`config.mk`:
```
export PLATFORM = sky130hd
export DESIGN_NAME = cpu_collector
export DESIGN_NICKNAME = d
export VERILOG_FILES = /design/src/rtl/cpu_collector_pkg.sv /design/src/rtl/cpu_collector_fifo.sv /design/src/rtl/cpu_collector.sv
export SDC_FILE = /design/constraint.sdc
export NUM_CORES = 2
export LEC_CHECK = 0
export BUFFER_PORTS_ARGS = -buffer_cell sky130_fd_sc_hd__buf_4
export CORE_ASPECT_RATIO = 0.75
export CORE_MARGIN = 5
export CORE_UTILIZATION = 40
export DETAILED_ROUTE_END_ITERATION = 16
export PLACE_DENSITY_LB_ADDON = 0.12
export SYNTH_ARGS = -nofsm -noshare
export SYNTH_HDL_FRONTEND = slang
export SYNTH_SLANG_ARGS = --single-unit
```
`constraint.sdc`:
```
create_clock -name clk -period 13.85 [get_ports clk]
set_clock_uncertainty 0.1 [all_clocks]
set_input_delay 0.6925 -clock clk [delete_from_list [all_inputs] [get_ports clk]]
set_output_delay 0.6925 -clock clk [all_outputs]
set_load 0.01 [all_outputs]
```
`src/rtl/cpu_collector_pkg.sv`:
```
// cpu_collector_pkg: shared types and round-robin helper for the cpu collector.
package cpu_collector_pkg;
  typedef logic [63:0] cpu_data_t;
  typedef logic [31:0] cpu_idx_t;
  // First set req bit at or after ptr, wrapping at n; returns ptr when req is empty.
  function automatic cpu_idx_t next_rr(input cpu_idx_t ptr, input logic [31:0] req, input int n);
    cpu_idx_t c;
    next_rr = ptr;
    for (int k = n - 1; k >= 0; k--) begin
      c = ptr + cpu_idx_t'(k);
      if (c >= cpu_idx_t'(n)) c = c - cpu_idx_t'(n);
      if (req[c]) next_rr = c;
    end
  endfunction
endpackage

```
`src/rtl/cpu_collector_fifo.sv`:
```
// cpu_collector_fifo: synchronous FIFO with read data presented at the head.
module cpu_collector_fifo #(
  parameter int DEPTH = 4,
  parameter int WIDTH = 64
) (
  input  logic             clk,
  input  logic             rst,
  input  logic             push_i,
  input  logic             pop_i,
  input  logic [WIDTH-1:0] wdata_i,
  output logic [WIDTH-1:0] rdata_o,
  output logic             full_o,
  output logic             empty_o
);
  localparam int AW = $clog2(DEPTH);
  logic [WIDTH-1:0] mem_q [DEPTH];
  logic [AW:0] wr_q, rd_q;
  always_ff @(posedge clk)
    if (push_i) mem_q[wr_q[AW-1:0]] <= wdata_i;
  always_ff @(posedge clk)
    if (rst) begin
      wr_q <= '0;
      rd_q <= '0;
    end else begin
      if (push_i) wr_q <= wr_q + 1'b1;
      if (pop_i) rd_q <= rd_q + 1'b1;
    end
  assign rdata_o = mem_q[rd_q[AW-1:0]];
  assign empty_o = wr_q == rd_q;
  assign full_o  = (wr_q ^ rd_q) == {1'b1, {AW{1'b0}}};
endmodule

```
`src/rtl/cpu_collector.sv`:
```
// cpu_collector: buffers per-cpu data beats and drains them round-robin onto one stream,
// with checksum, beat counting and completion tracking.
module cpu_collector
  import cpu_collector_pkg::*;
#(
  parameter int CPU_NB         = 4,
  parameter int FIFO_DEPTH     = 4,
  parameter int TRANSACTION_NB = 1000
) (
  input  logic                   clk,
  input  logic                   rst,
  input  logic [CPU_NB-1:0]      cpu_data_vld,
  input  cpu_data_t [CPU_NB-1:0] cpu_data,
  input  logic [CPU_NB-1:0]      cpu_transactions_done,
  output logic                   out_vld,
  input  logic                   out_ready,
  output cpu_data_t              out_data,
  output cpu_idx_t               out_cpu_index,
  output logic [CPU_NB-1:0]      overflow,
  output logic [CPU_NB-1:0]      count_error,
  output cpu_data_t              checksum,
  output logic [31:0]            beat_count,
  output logic                   all_done
);
  localparam int IW = CPU_NB > 1 ? $clog2(CPU_NB) : 1;
  logic [CPU_NB-1:0] empty, full, push, pop, req;
  cpu_data_t rdata [CPU_NB];
  cpu_idx_t winner, rr_q, idx_q;
  logic load, out_vld_q, all_done_q;
  cpu_data_t out_data_q, sum_q;
  logic [31:0] beats_q;
  logic [31:0] recv_q [CPU_NB];
  logic [31:0] recv_d [CPU_NB];
  logic [CPU_NB-1:0] seen_q, ovf_q, err_q;
  for (genvar g = 0; g < CPU_NB; g++) begin : g_fifo
    cpu_collector_fifo #(.DEPTH(FIFO_DEPTH), .WIDTH(64)) u_fifo (
      .clk     (clk),
      .rst     (rst),
      .push_i  (push[g]),
      .pop_i   (pop[g]),
      .wdata_i (cpu_data[g]),
      .rdata_o (rdata[g]),
      .full_o  (full[g]),
      .empty_o (empty[g])
    );
  end
  // A full FIFO still accepts a push when the output register drains it in the same cycle.
  always_comb begin
    req    = ~empty;
    load   = !out_vld_q || out_ready;
    winner = next_rr(rr_q, 32'(req), CPU_NB);
    pop    = '0;
    push   = '0;
    for (int i = 0; i < CPU_NB; i++) begin
      pop[i]    = load && req[i] && winner == cpu_idx_t'(i);
      push[i]   = cpu_data_vld[i] && (!full[i] || pop[i]);
      recv_d[i] = recv_q[i] + {31'b0, cpu_data_vld[i] && recv_q[i] != '1};
    end
  end
  always_ff @(posedge clk)
    if (rst) begin
      out_vld_q  <= 1'b0;
      out_data_q <= '0;
      idx_q      <= '0;
      rr_q       <= '0;
      sum_q      <= '0;
      beats_q    <= '0;
      seen_q     <= '0;
      ovf_q      <= '0;
      err_q      <= '0;
      all_done_q <= 1'b0;
      for (int i = 0; i < CPU_NB; i++) recv_q[i] <= '0;
    end else begin
      if (load) begin
        out_vld_q <= |req;
        if (|req) begin
          out_data_q <= rdata[winner[IW-1:0]];
          idx_q      <= winner;
          rr_q       <= (winner == cpu_idx_t'(CPU_NB - 1)) ? '0 : winner + 32'd1;
        end
      end
      if (out_vld_q && out_ready) begin
        sum_q   <= sum_q ^ out_data_q;
        beats_q <= beats_q + 32'd1;
      end
      all_done_q <= all_done_q | (&seen_q && &empty && !out_vld_q);
      for (int i = 0; i < CPU_NB; i++) begin
        recv_q[i] <= recv_d[i];
        if (cpu_data_vld[i] && full[i] && !pop[i]) ovf_q[i] <= 1'b1;
        if (cpu_transactions_done[i] && !seen_q[i]) begin
          seen_q[i] <= 1'b1;
          err_q[i]  <= recv_d[i] != 32'(TRANSACTION_NB);
        end else if (seen_q[i] && cpu_data_vld[i]) begin
          err_q[i] <= 1'b1;
        end
      end
    end
  assign out_vld       = out_vld_q;
  assign out_data      = out_data_q;
  assign out_cpu_index = idx_q;
  assign overflow      = ovf_q;
  assign count_error   = err_q;
  assign checksum      = sum_q;
  assign beat_count    = beats_q;
  assign all_done      = all_done_q;
endmodule

```
### Word-level counts from Yosys, hierarchy flattened

Memories as Yosys holds them, arrays and structs flattened. A register that Yosys moved wholly into a read port is not among the register bits.
Index checks and enable logic that the tools add are counted.

| word-level totals | value |
|---|---|
| bits of input ports | 267 |
| output and inout bits | 202 |
| word-level logic and storage cells | 206 |
| memories | 5 |
| register bits after elaboration | 262 |
| bits in writable memories | 1152 |

| operators by class | value |
|---|---|
| reductions and logical operators | 62 |
| multiplexer cells | 51 |
| bitwise operators | 12 |
| order comparisons | 9 |
| eq/ne operators | 19 |
| $add $sub $neg | 21 |

Memories:

| memory | words | bits a word | read ports | clocked after Yosys merged registers in | wr ports | line | RTL |
|---|---|---|---|---|---|---|---|
| g_fifo[0].u_fifo.mem_q | 4 | 64 | 1 | 1 | 1 | cpu_collector_fifo.sv:16 | `logic [WIDTH-1:0] mem_q [DEPTH];` |
| g_fifo[1].u_fifo.mem_q | 4 | 64 | 1 | 1 | 1 | cpu_collector_fifo.sv:16 |  |
| g_fifo[2].u_fifo.mem_q | 4 | 64 | 1 | 1 | 1 | cpu_collector_fifo.sv:16 |  |
| g_fifo[3].u_fifo.mem_q | 4 | 64 | 1 | 1 | 1 | cpu_collector_fifo.sv:16 |  |
| recv_q | 4 | 32 | 4 | 0 | 4 | cpu_collector.sv:32 | `logic [31:0] recv_q [CPU_NB];` |

Operators with widths:

| cell | number |
|---|---|
| $mux 32 | 13 |
| $add 32x1->32 | 4 |
| $bmux 64 s2 | 1 |
| $ge 32x3->1 const B | 4 |
| $lt 32x6->1 const B | 4 |
| $mux 64 | 2 |
| $ne 32x10->1 const B | 4 |
| $ne 32x32->1 const B | 4 |
| $sub 32x3->32 const B | 4 |
| $add 32x1->32 const B | 3 |
| $add 32x2->32 const B | 2 |
| $eq 32x2->1 const B | 2 |
| $xor 64x64->64 | 1 |
| $logic_and 1x1->1 | 35 |
| $eq 32x1->1 const B | 1 |
| $logic_not 32->1 | 1 |
| $add 3x1->3 const B | 8 |
| $mux 1 | 23 |
| $bmux 1 s5 | 4 |
| $mux 2 | 8 |
| $logic_not 1->1 | 13 |
| $eq 3x3->1 | 4 |
| $eq 3x3->1 const B | 4 |
| $xor 3x3->3 | 4 |
| 9 further kinds | 21 |

### Longest topological paths before layout

| logic depth | value |
|---|---|
| depth after elaboration | 15 |
| mapped depth | 23 |
| gate-level depth less buffers | 21 |

### By module

A second synthesis with hierarchy kept.

| unflattened totals | value |
|---|---|
| cell total of the unflattened synthesis | 4417 |
| area, all modules | 62105.8 sq um |

By module, submodules not included:

| module | instances | seq. area each (sq um) | cells each | area an instance (sq um) |
|---|---|---|---|---|
| cpu_collector_fifo | 4 | 7847.5 | 374 | 9709.3 |
| cpu_collector | 1 | 7327.0 | 2921 | 23268.6 |

### Least setup slack after synthesis

No wires, ideal clock.

| path | value |
|---|---|
| path kind | register to register |
| start point | reg rr_q[0] |
| end point | mem g_fifo[1].u_fifo.mem_q[3][0] (enable) |
| data required time | 13.263 ns |
| setup time | 0.487 ns |
| path buffers | 2 |
| setup slack | 5.375 ns |
| arrival | 7.888 ns |
| stages on the path, launching flop included | 19 |
| period minus slack after synthesis | 8.475 ns |
| cells stage by stage | dfxtp_1 > clkbuf_1 > inv_1 > ha_1 > nand4b_1 > or2_2 > nor2_1 > xnor2_1 > nand4_1 > or4_1 > o21ai_0 > clkbuf_1 > a211oi_1 > o21ai_0 > o211ai_1 > or4bb_1 > nor4_4 > a31oi_1 > nor2_1 |

| on the way | value |
|---|---|
| longest elaborated chain between the ends | 15 |
| elaborated cells on any way between the ends | 33 |
| those cells by class | add/sub (7); order compare (4); eq/ne (1); mux (18); reduce/logical (3) |

Ends and longest elaborated chain:

| item | line | RTL |
|---|---|---|
| start, declared | cpu_collector.sv:28 | `cpu_idx_t winner, rr_q, idx_q;` |
| start signal, assigned | cpu_collector.sv:79 | `rr_q <= (winner == cpu_idx_t'(CPU_NB - 1)) ? '0 : winner + 32'd1;` |
| $add 32x2->32 | cpu_collector_pkg.sv:10 | `c = ptr + cpu_idx_t'(k);` |
| $sub 32x3->32 or $ge 32x3->1 (tied branches) | cpu_collector_pkg.sv:11 | `if (c >= cpu_idx_t'(n)) c = c - cpu_idx_t'(n);` |
| $mux 32 | cpu_collector_pkg.sv:11 |  |
| $bmux 1 s5 | cpu_collector_pkg.sv:12 | `if (req[c]) next_rr = c;` |
| $mux 1 (not written as such) | cpu_collector_pkg.sv:12 |  |
| $mux 32 (3 in series) | cpu_collector_pkg.sv:12 |  |
| $mux 32 * | cpu_collector_pkg.sv:12 |  |
| $eq 32x1->1 * | cpu_collector.sv:55 | `pop[i] = load && req[i] && winner == cpu_idx_t'(i);` |
| $logic_and 1x1->1 * | cpu_collector.sv:55 |  |
| $logic_or 1x1->1 * | cpu_collector.sv:56 | `push[i] = cpu_data_vld[i] && (!full[i] \|\| pop[i]);` |
| $logic_and 1x1->1 * | cpu_collector.sv:56 |  |
| $mux 1 * | cpu_collector_fifo.sv:19 | `if (push_i) mem_q[wr_q[AW-1:0]] <= wdata_i;` |
| $mux 1 (not written as such) * | cpu_collector_fifo.sv:19 |  |
| end, declared | cpu_collector_fifo.sv:16 |  |

Mark *: on every way between the ends. The rest lies on a longest branch, timed or not. The select of a mux whose other input is x is not followed.

### Final worst setup path

| path | value |
|---|---|
| start point | reg rr_q[2] |
| end point | mem g_fifo[0].u_fifo.mem_q[1][23] (enable) |

| on the way | value |
|---|---|
| longest elaborated chain between the ends | 15 |
| elaborated cells on any way between the ends | 33 |
| those cells by class | add/sub (7); order compare (4); mux (18); reduce/logical (4) |

Ends and longest elaborated chain:

| item | line |
|---|---|
| $add 32x2->32 | cpu_collector_pkg.sv:10 |
| $sub 32x3->32 or $ge 32x3->1 (tied branches) | cpu_collector_pkg.sv:11 |
| $mux 32 | cpu_collector_pkg.sv:11 |
| $bmux 1 s5 | cpu_collector_pkg.sv:12 |
| $mux 1 (not written as such) | cpu_collector_pkg.sv:12 |
| $mux 32 (3 in series) | cpu_collector_pkg.sv:12 |
| $mux 32 * | cpu_collector_pkg.sv:12 |
| $logic_not 32->1 * | cpu_collector.sv:55 |
| $logic_and 1x1->1 * | cpu_collector.sv:55 |
| $logic_or 1x1->1 * | cpu_collector.sv:56 |
| $logic_and 1x1->1 * | cpu_collector.sv:56 |
| $mux 1 * | cpu_collector_fifo.sv:19 |
| $mux 1 (not written as such) * | cpu_collector_fifo.sv:19 |
| end, declared | cpu_collector_fifo.sv:16 |

Marked as above.

==> summary.md <==
| Metric | Value |
|---|---|
| Status | `completed` |
| First-pass GRT wire length | `300000 um` |
| Hold depth | `3` |
| Worst skew pair latency | `0.78 ns` |
| Final net count | `5889` |
| Total of cells resized after clock tree synthesis | `0` |
| Slew at the pin closest to its max-slew limit | `1.14 ns` |
| Yosys cell types | `90` |
| Top cell type's share of synthesized area | `0.492` |
| Commonest register cell after synthesis | `edfxtp_1` |
| DRC viols | `0` |
| Tmin final | `9.68 ns` |
| Place WS | `4.48 ns` |
| Final wirelength | `206000 um` |
| Vias in the first global route | `42400` |
| Row cnt | `125` |
| First-pass DRT Iterations | `6` |
| Total congestion overflow | `0` |
| Sum of negative setup slack | `0 ns` |
| FF-to-FF End | `g_fifo[0].u_fifo.mem_q[1][23]` |
| # IOs | `469` |
| RSZ-0062 raised after global routing | `false` |
| Worst r2r path cells | `18` |
| Die X | `466 um` |
| Worst hold endpoint | `seen_q[3]` |
| Final Hold Violating Endpoints | `0` |
| Die H | `352 um` |
| Worst-path fanout max | `40` |
| Async SR Flop Fraction | `0` |
| Clk pin slew, worst setup/hold paths | `0.06 ns` |
| # setup viols final | `0` |
| Post-Syn Area | `0.0625 mm^2` |
| DRT iter0 DRCs | `4175` |
| Worst Path Arrival | `9.99 ns` |
| Vias/cell | `5.58` |
| Initial core utilization | `0.403` |
| Antenna violations before repair | `22` |
| Fraction of layout cells with a size suffix above 1 | `0.194` |
| Worst min path class | `input pin to flop` |
| Area grow syn2layout | `21.2%` |
| Highest clock rate | `0.103 GHz` |
| Final Slew Violations | `0` |
| Max-slew headroom | `0.223` |
| TritonCTS Buffers | `147` |
| Final GP Congestion | `1.00` |
| Post-synth EDFFs | `1024` |
| HPWL after DPL | `142000 um` |
| Power per cell area | `196 mW/mm^2` |
| Slack of the critical path | `4.17 ns` |
| Final period util | `0.699` |
| Top-count cell post-synth | `edfxtp_1` |
| Total number of vias | `43600` |
| Clock root buffer | `clkbuf_16` |
| Synthesis warning total | `0` |
| Max-cap viol count | `0` |
| Largest net degree at the start of global routing | `163` |
| Reg2Reg Setup Slack | `4.17 ns` |
| CP Class | `flop to flop` |
| Hold Path Origin | `cpu_transactions_done[3]` |
| PortBufs | `468` |
| Synth Net Count | `5222` |
| Seq/Total Area, Yosys | `0.620` |
| Mapped Cells | `4910` |
| Sink Count | `1422` |
| Critical Path RT | `14.15 ns` |
| WL/cell | `26.4 um` |
| Lkg Pwr | `0.0261 uW` |
| Depth of the CTS H-tree | `4` |
| Highest ir drop seen on vdd | `174 uV` |
| Crit path capture type | `flop` |
| CTS tree | `done` |
| Die area | `0.164 mm^2` |
| Global Route Usage Sum | `0.246` |
| Synthesized area per cell | `12.7 um^2` |
| Antenna viol nets, final | `0` |
| Synth cell count leaders | `edfxtp_1, nand2_1, nor2_1` |
| Clock tree buffer depth | `3` |
| Reg-to-Reg Start | `rr_q[2]` |
| Synth Register Bits | `1422` |
| Largest area contributor in the netlist | `edfxtp_1` |
| Critical path startpoint category | `flop` |
| Placeable core area | `0.155 mm^2` |
| Synth top area cells | `edfxtp_1, dfxtp_1, mux4_2, nand2_1, xor2_1` |
-- worst max-delay path by stage --
stage | to | startpoint | cells after the start | slack, ns
final | g_fifo[0].u_fifo.mem_q[1][23] | rr_q[2] | 18 | 4.17
after CTS | g_fifo[0].u_fifo.mem_q[1][19] | rr_q[2] | 18 | 4.48
after global placement | g_fifo[0].u_fifo.mem_q[1][29] | rr_q[2] | 18 | 4.51
after detailed placement | g_fifo[0].u_fifo.mem_q[1][27] | rr_q[2] | 18 | 4.48
after global routing | g_fifo[0].u_fifo.mem_q[1][32] | rr_q[2] | 18 | 3.67
after floorplan | g_fifo[1].u_fifo.mem_q[3][0] | rr_q[0] | 18 | 5.38
-- registers in the layout (all words and copies together), names as in the netlist, named ones only --
signal and cells:
overflow 4, recv_q 128, out_cpu_index 32, g_fifo.u_fifo.wr_q 12
out_vld 1, all_done 1, count_error 4, beat_count 32
rr_q 32, g_fifo.u_fifo.mem_q 1024, seen_q 4, out_data 64
g_fifo.u_fifo.rd_q 12, checksum 64
-- critical path: stages (launching register included) --
cell and delay, ns:
dfxtp_1 0.83, ha_1 0.49, nand3_1 0.44, nor4_1 0.71, a21boi_0 0.23, nor4_1 0.77, and4_1 0.40, and4_1 0.43
nor3_2 0.06, buf_4 0.24, nand2_1 0.18, o221ai_1 0.18, nor3_1 0.66, or4b_4 0.56, nor4_4 0.51, nand4_2 0.48
o21ai_0 0.73, and3_4 0.59, buf_4 0.63
-- stage by stage --
stage / utilization / cell area [um^2] / total power (uW) / hold slack, ns / cells
global placement: 0.441 / 68300 / 10900 / 0.344 / 7270
CTS: 0.488 / 75700 / 14900 / 0.00104 / 7796
detailed placement: 0.441 / 68300 / 10800 / 0.352 / 7270
floorplan: - / 62500 / 8390 / 0.363 / 4910
finish: 0.488 / 75700 / 14800 / 0.0552 / 7809
global route: 0.488 / 75700 / 15500 / 0.0130 / 7802
-- layout make-up --
cell class                 count  area, um^2
inverter                      49         184
tap                         2095        2620
clock inverter                54         586
fill                       13700       79300
multi-input combinational   3147       22600
timing repair buffer         810        6730
clock buffer                 219        4240
antenna                       13        32.5
sequential                  1422       38700
-- placed cells by master (no fill, tap or decap), types with 52 or more instances in the layout --
cell type | netlist | routed
nor2_1 | 413 | 410
o21ai_0 | 87 | 86
xor2_1 | 216 | 216
xnor2_1 | 135 | 135
mux4_2 | 260 | 260
nand3_1 | 344 | 343
nor3_1 | 103 | 102
buf_4 | 5 | 555
and3_1 | 73 | 58
nor4_1 | 52 | 52
or3_1 | 56 | 56
nand2_1 | 611 | 611
edfxtp_1 | 1024 | 1024
clkbuf_16 | 0 | 152
dlygate4sd3_1 | 0 | 253
a21oi_1 | 181 | 181
nand4_1 | 92 | 92
dfxtp_1 | 398 | 390
-- cells by family after synthesis --
logic type	synth area share
multiplexers	0.0957
flip-flops	0.620
buffers and inverters	0.0213
XOR/XNOR	0.0492
AO/OA/AOI/OAI	0.0556
AND/OR/NAND/NOR	0.149
adder cells (fa/ha/maj)	0.00901
-- layer usage --
| metal | up-vias | global-route usage | wire, um |
|---|---|---|---|
| li1 | 19800 | - | - |
| met1 | 22000 | 0.354 | 91800 |
| met5 | - | 0 | 77 |
| met4 | 12 | 0.0598 | 4500 |
| met2 | 1546 | 0.388 | 96100 |
| met3 | 246 | 0.0445 | 13800 |
-- timing repair --
item	in CTS	in global routing
hold endpoints to repair	997	0
buffers inserted	0	0
hold buffers	253	0
-- report_power, final --
group	switching, uW	internal (uW)	leakage (uW)
clock	1700	2250	0.00234
sequential	248	4920	0.0126
combinational	3970	1760	0.0111
No activity file was read; power rests on OpenSTA's default activity.
